$ cat src/rtl/hazard_control_pkg.sv
// ---------------------------------------------------------------------------
// pipeline_pkg
//   Shared definitions for the pipeline hazard controller:
//   - FSM state encoding (RUN / MUL_BUSY)
//   - default multiply occupancy and stall-counter width
//   - the bundle of pipeline control outputs, plus constructors for each of
//     the control patterns the controller can emit.
// ---------------------------------------------------------------------------
package pipeline_pkg;

  // FSM state encoding.
  localparam logic [0:0] ST_RUN      = 1'b0;
  localparam logic [0:0] ST_MUL_BUSY = 1'b1;

  // Multiply occupancy of EX, in cycles (legal range 2..15).
  localparam int MUL_CYCLES_DEFAULT = 4;

  // Width of the multiply down-counter (holds at most 15 - 2 = 13).
  localparam int MUL_CNT_W = 4;

  // Default width of the stall performance counter.
  localparam int STALL_CNT_W_DEFAULT = 16;

  // Pipeline control outputs, most significant field first.
  typedef struct packed {
    logic pc_write;
    logic ifid_write;
    logic ifid_flush;
    logic idex_flush;
    logic idex_hold;
    logic exmem_bubble;
    logic busy;
  } hz_ctrl_t;

  // Normal flow: everything advances, nothing is flushed.
  function automatic hz_ctrl_t ctrl_run_default();
    hz_ctrl_t c;
    c            = '0;
    c.pc_write   = 1'b1;
    c.ifid_write = 1'b1;
    return c;
  endfunction

  // While reset is held the pipeline is frozen and filled with bubbles.
  function automatic hz_ctrl_t ctrl_reset();
    hz_ctrl_t c;
    c              = '0;
    c.ifid_flush   = 1'b1;
    c.idex_flush   = 1'b1;
    c.exmem_bubble = 1'b1;
    return c;
  endfunction

  // Taken branch: keep fetching from the new target, squash the two younger
  // instructions already in IF/ID and ID/EX.
  function automatic hz_ctrl_t ctrl_branch();
    hz_ctrl_t c;
    c            = ctrl_run_default();
    c.ifid_flush = 1'b1;
    c.idex_flush = 1'b1;
    return c;
  endfunction

  // Load-use: freeze PC and IF/ID, inject one bubble into ID/EX.
  function automatic hz_ctrl_t ctrl_load_use();
    hz_ctrl_t c;
    c            = '0;
    c.idex_flush = 1'b1;
    return c;
  endfunction

  // Multiply occupying EX: freeze the front end, keep the multiply in ID/EX,
  // and feed bubbles downstream until the result is ready.
  function automatic hz_ctrl_t ctrl_mul_stall(input logic busy);
    hz_ctrl_t c;
    c              = '0;
    c.idex_hold    = 1'b1;
    c.exmem_bubble = 1'b1;
    c.busy         = busy;
    return c;
  endfunction

endpackage : pipeline_pkg

$ cat src/rtl/hazard_control_if.sv
// ---------------------------------------------------------------------------
// hazard_control_if
//   Bundle between the pipeline datapath and the hazard controller.
//   Datapath -> controller : rs_ID, rt_ID, UsesRt_ID, MemRead_EX, WriteReg_EX,
//                            BranchTaken_EX, MulStart_EX
//   Controller -> datapath : PCWrite, IFIDWrite, IFIDFlush, IDEXFlush,
//                            IDEXHold, EXMEMBubble, Busy, StallCount[CNT_W]
//   modport master : datapath side (drives hazard inputs, receives controls)
//   modport slave  : controller side
// ---------------------------------------------------------------------------
interface hazard_control_if
  import pipeline_pkg::*;
#(
  parameter int CNT_W = STALL_CNT_W_DEFAULT
);

  // Hazard inputs from the pipeline.
  logic [4:0]       rs_ID;
  logic [4:0]       rt_ID;
  logic             UsesRt_ID;
  logic             MemRead_EX;
  logic [4:0]       WriteReg_EX;
  logic             BranchTaken_EX;
  logic             MulStart_EX;

  // Control outputs to the pipeline.
  logic             PCWrite;
  logic             IFIDWrite;
  logic             IFIDFlush;
  logic             IDEXFlush;
  logic             IDEXHold;
  logic             EXMEMBubble;
  logic             Busy;
  logic [CNT_W-1:0] StallCount;

  modport master (
    output rs_ID, rt_ID, UsesRt_ID, MemRead_EX, WriteReg_EX,
           BranchTaken_EX, MulStart_EX,
    input  PCWrite, IFIDWrite, IFIDFlush, IDEXFlush, IDEXHold,
           EXMEMBubble, Busy, StallCount
  );

  modport slave (
    input  rs_ID, rt_ID, UsesRt_ID, MemRead_EX, WriteReg_EX,
           BranchTaken_EX, MulStart_EX,
    output PCWrite, IFIDWrite, IFIDFlush, IDEXFlush, IDEXHold,
           EXMEMBubble, Busy, StallCount
  );

endinterface : hazard_control_if

$ cat src/rtl/hazard_control_detect.sv
// ---------------------------------------------------------------------------
// hazard_detect
//   Purely combinational load-use detector.
//   Inputs : rs_ID, rt_ID   source fields of the IF/ID instruction
//            UsesRt_ID      IF/ID instruction actually reads rt
//            MemRead_EX     ID/EX instruction is a load
//            WriteReg_EX    destination of the ID/EX instruction
//   Output : LoadUse        IF/ID needs the load result one cycle too early
// ---------------------------------------------------------------------------
module hazard_detect
  import pipeline_pkg::*;
(
  input  logic [4:0] rs_ID,
  input  logic [4:0] rt_ID,
  input  logic       UsesRt_ID,
  input  logic       MemRead_EX,
  input  logic [4:0] WriteReg_EX,
  output logic       LoadUse
);

  // Source operand slots: 0 = rs (always read), 1 = rt (read only when used).
  logic [4:0] w_src [2];
  logic [1:0] w_src_en;
  logic [1:0] w_match;

  assign w_src[0] = rs_ID;
  assign w_src[1] = rt_ID;
  assign w_src_en = {UsesRt_ID, 1'b1};

  genvar gi;
  generate
    for (gi = 0; gi < 2; gi++) begin : g_src
      assign w_match[gi] = w_src_en[gi] && (WriteReg_EX == w_src[gi]);
    end
  endgenerate

  // $0 is hardwired to zero, so a load targeting it creates no dependency.
  assign LoadUse = MemRead_EX && (WriteReg_EX != 5'd0) && (|w_match);

endmodule : hazard_detect

$ cat src/rtl/hazard_control.sv
// ---------------------------------------------------------------------------
// hazard_control
//   Pipeline hazard controller for a 5-stage pipeline with a multi-cycle
//   multiplier in EX. Resolves, in priority order, taken branches, multiply
//   occupancy of EX, and load-use dependencies, and counts stall cycles.
//   Ports:
//     Clk    single clock, all state on the rising edge
//     Reset  synchronous, active-high
//     bus    hazard_control_if.slave (hazard inputs in, pipeline controls out)
//   Parameters:
//     MUL_CYCLES  EX occupancy of a multiply, 2..15
//     CNT_W       width of StallCount; must match bus CNT_W
// ---------------------------------------------------------------------------
module hazard_control
  import pipeline_pkg::*;
#(
  parameter int MUL_CYCLES = MUL_CYCLES_DEFAULT,
  parameter int CNT_W      = STALL_CNT_W_DEFAULT
) (
  input  logic             Clk,
  input  logic             Reset,
  hazard_control_if.slave  bus
);

  // The first EX cycle of a multiply is spent in RUN and the last one
  // (counter at zero) releases the pipeline, hence the "- 2".
  localparam logic [MUL_CNT_W-1:0] MUL_LOAD = MUL_CNT_W'(MUL_CYCLES - 2);
  localparam logic [CNT_W-1:0]     CNT_ONE  = CNT_W'(1);

  logic [0:0]           r_state;
  logic [MUL_CNT_W-1:0] r_mul_cnt;
  logic [CNT_W-1:0]     r_stall_cnt;

  logic [0:0]           w_state_next;
  logic [MUL_CNT_W-1:0] w_mul_cnt_next;
  logic                 w_load_use;
  hz_ctrl_t             w_ctl;

  hazard_detect u_detect (
    .rs_ID       (bus.rs_ID),
    .rt_ID       (bus.rt_ID),
    .UsesRt_ID   (bus.UsesRt_ID),
    .MemRead_EX  (bus.MemRead_EX),
    .WriteReg_EX (bus.WriteReg_EX),
    .LoadUse     (w_load_use)
  );

  // Control outputs and next state.
  always_comb begin
    w_ctl          = ctrl_run_default();
    w_state_next   = r_state;
    w_mul_cnt_next = r_mul_cnt;

    if (Reset) begin
      w_ctl          = ctrl_reset();
      w_state_next   = ST_RUN;
      w_mul_cnt_next = '0;
    end else if (r_state == ST_MUL_BUSY) begin
      // The multiply owns EX: branch, load-use and a new MulStart_EX
      // presented meanwhile are not acted upon.
      if (r_mul_cnt != '0) begin
        w_ctl          = ctrl_mul_stall(1'b1);
        w_mul_cnt_next = r_mul_cnt - 1'b1;
      end else begin
        // Result is captured this cycle; the pipeline advances normally.
        w_state_next = ST_RUN;
      end
    end else begin
      if (bus.BranchTaken_EX) begin
        // Anything behind a taken branch is squashed, including a multiply
        // or a load-use consumer that would otherwise have stalled.
        w_ctl = ctrl_branch();
      end else if (bus.MulStart_EX) begin
        w_ctl          = ctrl_mul_stall(1'b0);
        w_state_next   = ST_MUL_BUSY;
        w_mul_cnt_next = MUL_LOAD;
      end else if (w_load_use) begin
        // Bubble goes into ID/EX, so the load leaves EX next cycle and the
        // stall lasts exactly one cycle.
        w_ctl = ctrl_load_use();
      end
    end
  end

  always_ff @(posedge Clk) begin
    if (Reset) begin
      r_state     <= ST_RUN;
      r_mul_cnt   <= '0;
      r_stall_cnt <= '0;
    end else begin
      r_state   <= w_state_next;
      r_mul_cnt <= w_mul_cnt_next;
      // Saturating count of cycles in which fetch was frozen.
      if (!w_ctl.pc_write && (r_stall_cnt != '1)) begin
        r_stall_cnt <= r_stall_cnt + CNT_ONE;
      end
    end
  end

  assign bus.PCWrite     = w_ctl.pc_write;
  assign bus.IFIDWrite   = w_ctl.ifid_write;
  assign bus.IFIDFlush   = w_ctl.ifid_flush;
  assign bus.IDEXFlush   = w_ctl.idex_flush;
  assign bus.IDEXHold    = w_ctl.idex_hold;
  assign bus.EXMEMBubble = w_ctl.exmem_bubble;
  assign bus.Busy        = w_ctl.busy;
  assign bus.StallCount  = r_stall_cnt;

endmodule : hazard_control

$ cat src/flat_wrapper.sv
// flat-port wrapper written by rule: the top's interface ports become plain ports
module hazard_control_flat import pipeline_pkg::*;
#(
  parameter int MUL_CYCLES = MUL_CYCLES_DEFAULT,
  parameter int CNT_W      = STALL_CNT_W_DEFAULT
)
  (Clk, Reset, bus_rs_ID, bus_rt_ID, bus_UsesRt_ID, bus_MemRead_EX, bus_WriteReg_EX, bus_BranchTaken_EX, bus_MulStart_EX, bus_PCWrite, bus_IFIDWrite, bus_IFIDFlush, bus_IDEXFlush, bus_IDEXHold, bus_EXMEMBubble, bus_Busy, bus_StallCount);
  hazard_control_if #(.CNT_W(CNT_W)) bus_i ();
  input  logic Clk;
  input  logic Reset;
  input wire logic [$bits(bus_i.rs_ID)-1:0] bus_rs_ID;
  input wire logic [$bits(bus_i.rt_ID)-1:0] bus_rt_ID;
  input wire logic [$bits(bus_i.UsesRt_ID)-1:0] bus_UsesRt_ID;
  input wire logic [$bits(bus_i.MemRead_EX)-1:0] bus_MemRead_EX;
  input wire logic [$bits(bus_i.WriteReg_EX)-1:0] bus_WriteReg_EX;
  input wire logic [$bits(bus_i.BranchTaken_EX)-1:0] bus_BranchTaken_EX;
  input wire logic [$bits(bus_i.MulStart_EX)-1:0] bus_MulStart_EX;
  output wire logic [$bits(bus_i.PCWrite)-1:0] bus_PCWrite;
  output wire logic [$bits(bus_i.IFIDWrite)-1:0] bus_IFIDWrite;
  output wire logic [$bits(bus_i.IFIDFlush)-1:0] bus_IFIDFlush;
  output wire logic [$bits(bus_i.IDEXFlush)-1:0] bus_IDEXFlush;
  output wire logic [$bits(bus_i.IDEXHold)-1:0] bus_IDEXHold;
  output wire logic [$bits(bus_i.EXMEMBubble)-1:0] bus_EXMEMBubble;
  output wire logic [$bits(bus_i.Busy)-1:0] bus_Busy;
  output wire logic [$bits(bus_i.StallCount)-1:0] bus_StallCount;
  assign bus_i.rs_ID = bus_rs_ID;
  assign bus_i.rt_ID = bus_rt_ID;
  assign bus_i.UsesRt_ID = bus_UsesRt_ID;
  assign bus_i.MemRead_EX = bus_MemRead_EX;
  assign bus_i.WriteReg_EX = bus_WriteReg_EX;
  assign bus_i.BranchTaken_EX = bus_BranchTaken_EX;
  assign bus_i.MulStart_EX = bus_MulStart_EX;
  assign bus_PCWrite = bus_i.PCWrite;
  assign bus_IFIDWrite = bus_i.IFIDWrite;
  assign bus_IFIDFlush = bus_i.IFIDFlush;
  assign bus_IDEXFlush = bus_i.IDEXFlush;
  assign bus_IDEXHold = bus_i.IDEXHold;
  assign bus_EXMEMBubble = bus_i.EXMEMBubble;
  assign bus_Busy = bus_i.Busy;
  assign bus_StallCount = bus_i.StallCount;
  hazard_control #(.MUL_CYCLES(MUL_CYCLES), .CNT_W(CNT_W)) u_core (.Clk(Clk), .Reset(Reset), .bus(bus_i));
endmodule
$ cat config.mk
export PLATFORM = sky130hd
export DESIGN_NAME = hazard_control_flat
export DESIGN_NICKNAME = d
export VERILOG_FILES = /design/src/rtl/hazard_control_pkg.sv /design/src/rtl/hazard_control_if.sv /design/src/rtl/hazard_control_detect.sv /design/src/rtl/hazard_control.sv /design/src/flat_wrapper.sv
export SDC_FILE = /design/constraint.sdc
export NUM_CORES = 1
export LEC_CHECK = 0
export CELL_PAD_IN_SITES_DETAIL_PLACEMENT = 1
export CELL_PAD_IN_SITES_GLOBAL_PLACEMENT = 1
export CORE_ASPECT_RATIO = 0.8
export CORE_MARGIN = 4
export CORE_UTILIZATION = 36
export CTS_BUF_LIST = sky130_fd_sc_hd__clkbuf_8
export DETAILED_ROUTE_END_ITERATION = 10
export PLACE_DENSITY = 0.86
export REMOVE_ABC_BUFFERS = 1
export SYNTH_ARGS = -nofsm -noshare
export SYNTH_HDL_FRONTEND = slang
export SYNTH_SLANG_ARGS = --single-unit
$ cat constraint.sdc
create_clock -name Clk -period 5.01 [get_ports Clk]
set_clock_uncertainty 0.05 [all_clocks]
set_input_delay 1.002 -clock Clk [delete_from_list [all_inputs] [get_ports Clk]]
set_output_delay 1.002 -clock Clk [all_outputs]
set_load 0.05 [all_outputs]
==> run summary <==
Portion of netlist area occupied by mux cells: 0.0614
Type of element launching the critical path: input port
Achievable frequency: 0.228 GHz
PostCTS Resize Cnt: 0
Routed Antenna Nets: 0
Reg2reg start: u_core.bus.StallCount[0]
Total Neg Setup Slack: 0 ns
Starting Density: 0.375
Layout cell share with drive strength beyond 1: 0.0890
Worst hold endpoint: u_core.bus.StallCount[14]
Simple-gate share of the synthesized area: 0.289
Total count of hold-check failures in the final report: 0
Share of synthesized area occupied by flip-flops and latches: 0.327
Total of buffers placed on input and output ports: 43
Hold Crit Class: reg -> reg
Critical Setup Path Class: in -> out
Share of synthesized cell area in full adder, half adder and majority cells: 0.0195
TritonCTS buffer count: 3
Synth cell types: 38
Worst path required time: 3.96 ns
Max-slew violation total from the final report: 0
Die Y: 61.4 um
Clock transition at path regs: 0.08 ns
Area inside the core boundary: 3420 um^2
Post-Layout Inst Area: 1770 um^2
Max-Cap Viols: 0
Setup repair after global routing missed its margin: no
Wire length of the first global-routing pass: 6200 um
FFs w/ async S/R, synth: 0
Register-to-register path setup slack: 2.57 ns
Fill count: 420
Most frequent cell after synthesis: dfxtp_1
Area Growth Syn to Fin: 38.1%
Number of stages on the worst hold path: 2
Shortest clock period the worst path allows after layout: 4.38 ns
Ant. Diodes: 0
Post-CTS Repair Setup Buffers: 0
Number of instances in the synthesized netlist: 151
Final-report setup violation count: 0
Max FO, Critical Path: 3
Detailed-router iteration count before antenna repair: 4
Synth area leaders: dfxtp_1, xor2_1, mux2_1
Endpoint of the most critical register-to-register path: u_core.bus.StallCount[2]
1st-iter DRT viols: 65
Total power of the final layout: 378 uW
Number of flops mapped to enable cells by yosys: 0
Number of nets in the finished design: 215
Total global routing track utilization: 0.177
Die span in x: 74.8 um
HPWL reported at the end of detailed placement: 2960 um
Main combinational cell family by area after synthesis: simple AND/OR/NAND/NOR gates
Utilization after layout: 0.518
IO Count: 44
Sink Count: 21
Number of remaining DRC errors: 0
Warning count from the yosys run: 0
Xor-xnor portion of the synthesized cell area: 0.0819
Last weighted congestion value of the routability-driven placer: 0.810
Aggregate global routing overflow: 0
Leakage power: 0.614 nW
Drt wl/cell: 16.2 um
Antenna violations before repair: 0
Final wirelength: 3780 um
Largest net degree at the start of global routing: 26
Instance area after placement: 1730 um^2
Slew of the pin with the lowest slew margin: 0.704 ns
Cts-stage hold buffer count: 0
Area of the die: 4590 um^2
DR vias: 1252
Hold path startpoint: u_core.bus.StallCount[14]
Post-synthesis sequential element count: 21
Number of vias per cell: 5.37
H-tree levels: 1
Share of the synthesized area in the top cell type: 0.327
Logic depth of the worst register-to-register path: 7
Status: complete, no violations
Cell Pwr Density: 213 nW/um^2
Ratio of final minimum period to clock period: 0.874
Final hold slack: 0.448 ns
Clock tree from TritonCTS: built
Leading cell types by count after synthesis: dfxtp_1, nor2_1, a21oi_1, xor2_1
Fraction of the mapped netlist area in compound gates: 0.170
Average cell area after synthesis: 8.50 um^2
Post-synth top area cell: dfxtp_1
Netlist area before placement: 1280 um^2
Arrival time of the worst setup path: 3.33 ns
Top_reg_cell synth: dfxtp_1
Critical path capture point type: output port
Number of buffers on the longest clock path: 2
Root buffer cell: clkbuf_8
Number of global-route vias before repair: 1279
Slew margin rel.: 0.530
Skew-Pair Late Insertion Delay: 0.27 ns
Site Rows: 19
Largest vdd supply drop: 0.137 mV
==> per-layer routing <==
| metal | vias up | global-route usage | routed length (um) |
|---|---|---|---|
| met4 | 0 | 0.0584 | 54 |
| met3 | 5 | 0.0326 | 86 |
| met2 | 12 | 0.290 | 1880 |
| li1 | 634 | - | - |
| met1 | 601 | 0.235 | 1760 |
| met5 | - | 0 | 0 |
==> through the flow <==
step	setup WS, ns	instances
2_1_floorplan	1.57	143
3_3_place_gp	0.704	229
3_5_place_dp	0.593	229
4_1_cts	0.594	233
5_1_grt	0.496	233
6_report	0.629	233
==> cells by family (layout without fill, tap and decap cells) <==
logic type                 Yosys count  count (layout)
DFF                                 21              21
AOI/OAI and AO/OA                   31              31
buffers and inverters               14              54
adders and majority gates            2               2
muxes                                7               7
and+or+nand+nor                     64              64
xor gates and xnor gates            12              12
==> sequential cells by signal, summed over array words and instances, names as in the netlist <==
register	flops
u_core.bus.StallCount	16
u_core.r_mul_cnt	4
u_core.r_state	1
==> layout make-up <==
type	count	area [um^2]	share of cell area
multi-input combinational	116	798	0.450
timing repair buffer	44	433	0.244
sequential	21	420	0.237
tap	42	52.6	0.0296
clock buffer	3	41.3	0.0233
inverter	6	22.5	0.0127
clock inverter	1	5.00	0.00282
==> where the power goes <==
| part | switching [mW] | internal [mW] | leakage [nW] |
|---|---|---|---|
| Combinational | 0.0514 | 0.0362 | 0.419 |
| Sequential | 0.00422 | 0.171 | 0.170 |
| Clock | 0.0596 | 0.0556 | 0.0255 |
==> critical path, stage by stage <==
cell and delay, ns:
clkdlybuf4s50_1 0.47, xor2_1 0.20, nor4_2 0.27, a32oi_1 0.20, nor4_1 0.25, or2_1 0.13
clkdlybuf4s50_1 0.80
==> worst max-delay path by stage <==
stage,from,end,slack [ns],cells after the start
after global placement,bus_WriteReg_EX[3],bus_IDEXFlush,0.70,7
after detailed placement,bus_WriteReg_EX[3],bus_IDEXFlush,0.59,7
after CTS,bus_WriteReg_EX[3],bus_IDEXFlush,0.59,7
after floorplan,bus_WriteReg_EX[1],bus_IFIDWrite,1.57,4
final,bus_WriteReg_EX[3],bus_IDEXFlush,0.63,7
after global routing,bus_WriteReg_EX[2],bus_IDEXFlush,0.50,7
==> cells in the final DEF, fill, tap and decap left out, types with 4 or more instances in the layout <==
cell type / netlist / layout
a21oi_1: 13 / 13
clkdlybuf4s50_1: 0 / 41
or4_1: 8 / 8
nand2_1: 8 / 8
nor2_1: 15 / 15
nor4_1: 4 / 4
nor2b_1: 6 / 6
xor2_1: 10 / 10
mux2_1: 7 / 7
nand3_1: 8 / 8
o31ai_1: 5 / 5
dfxtp_1: 21 / 21
(Power assumes the default switching activity.)
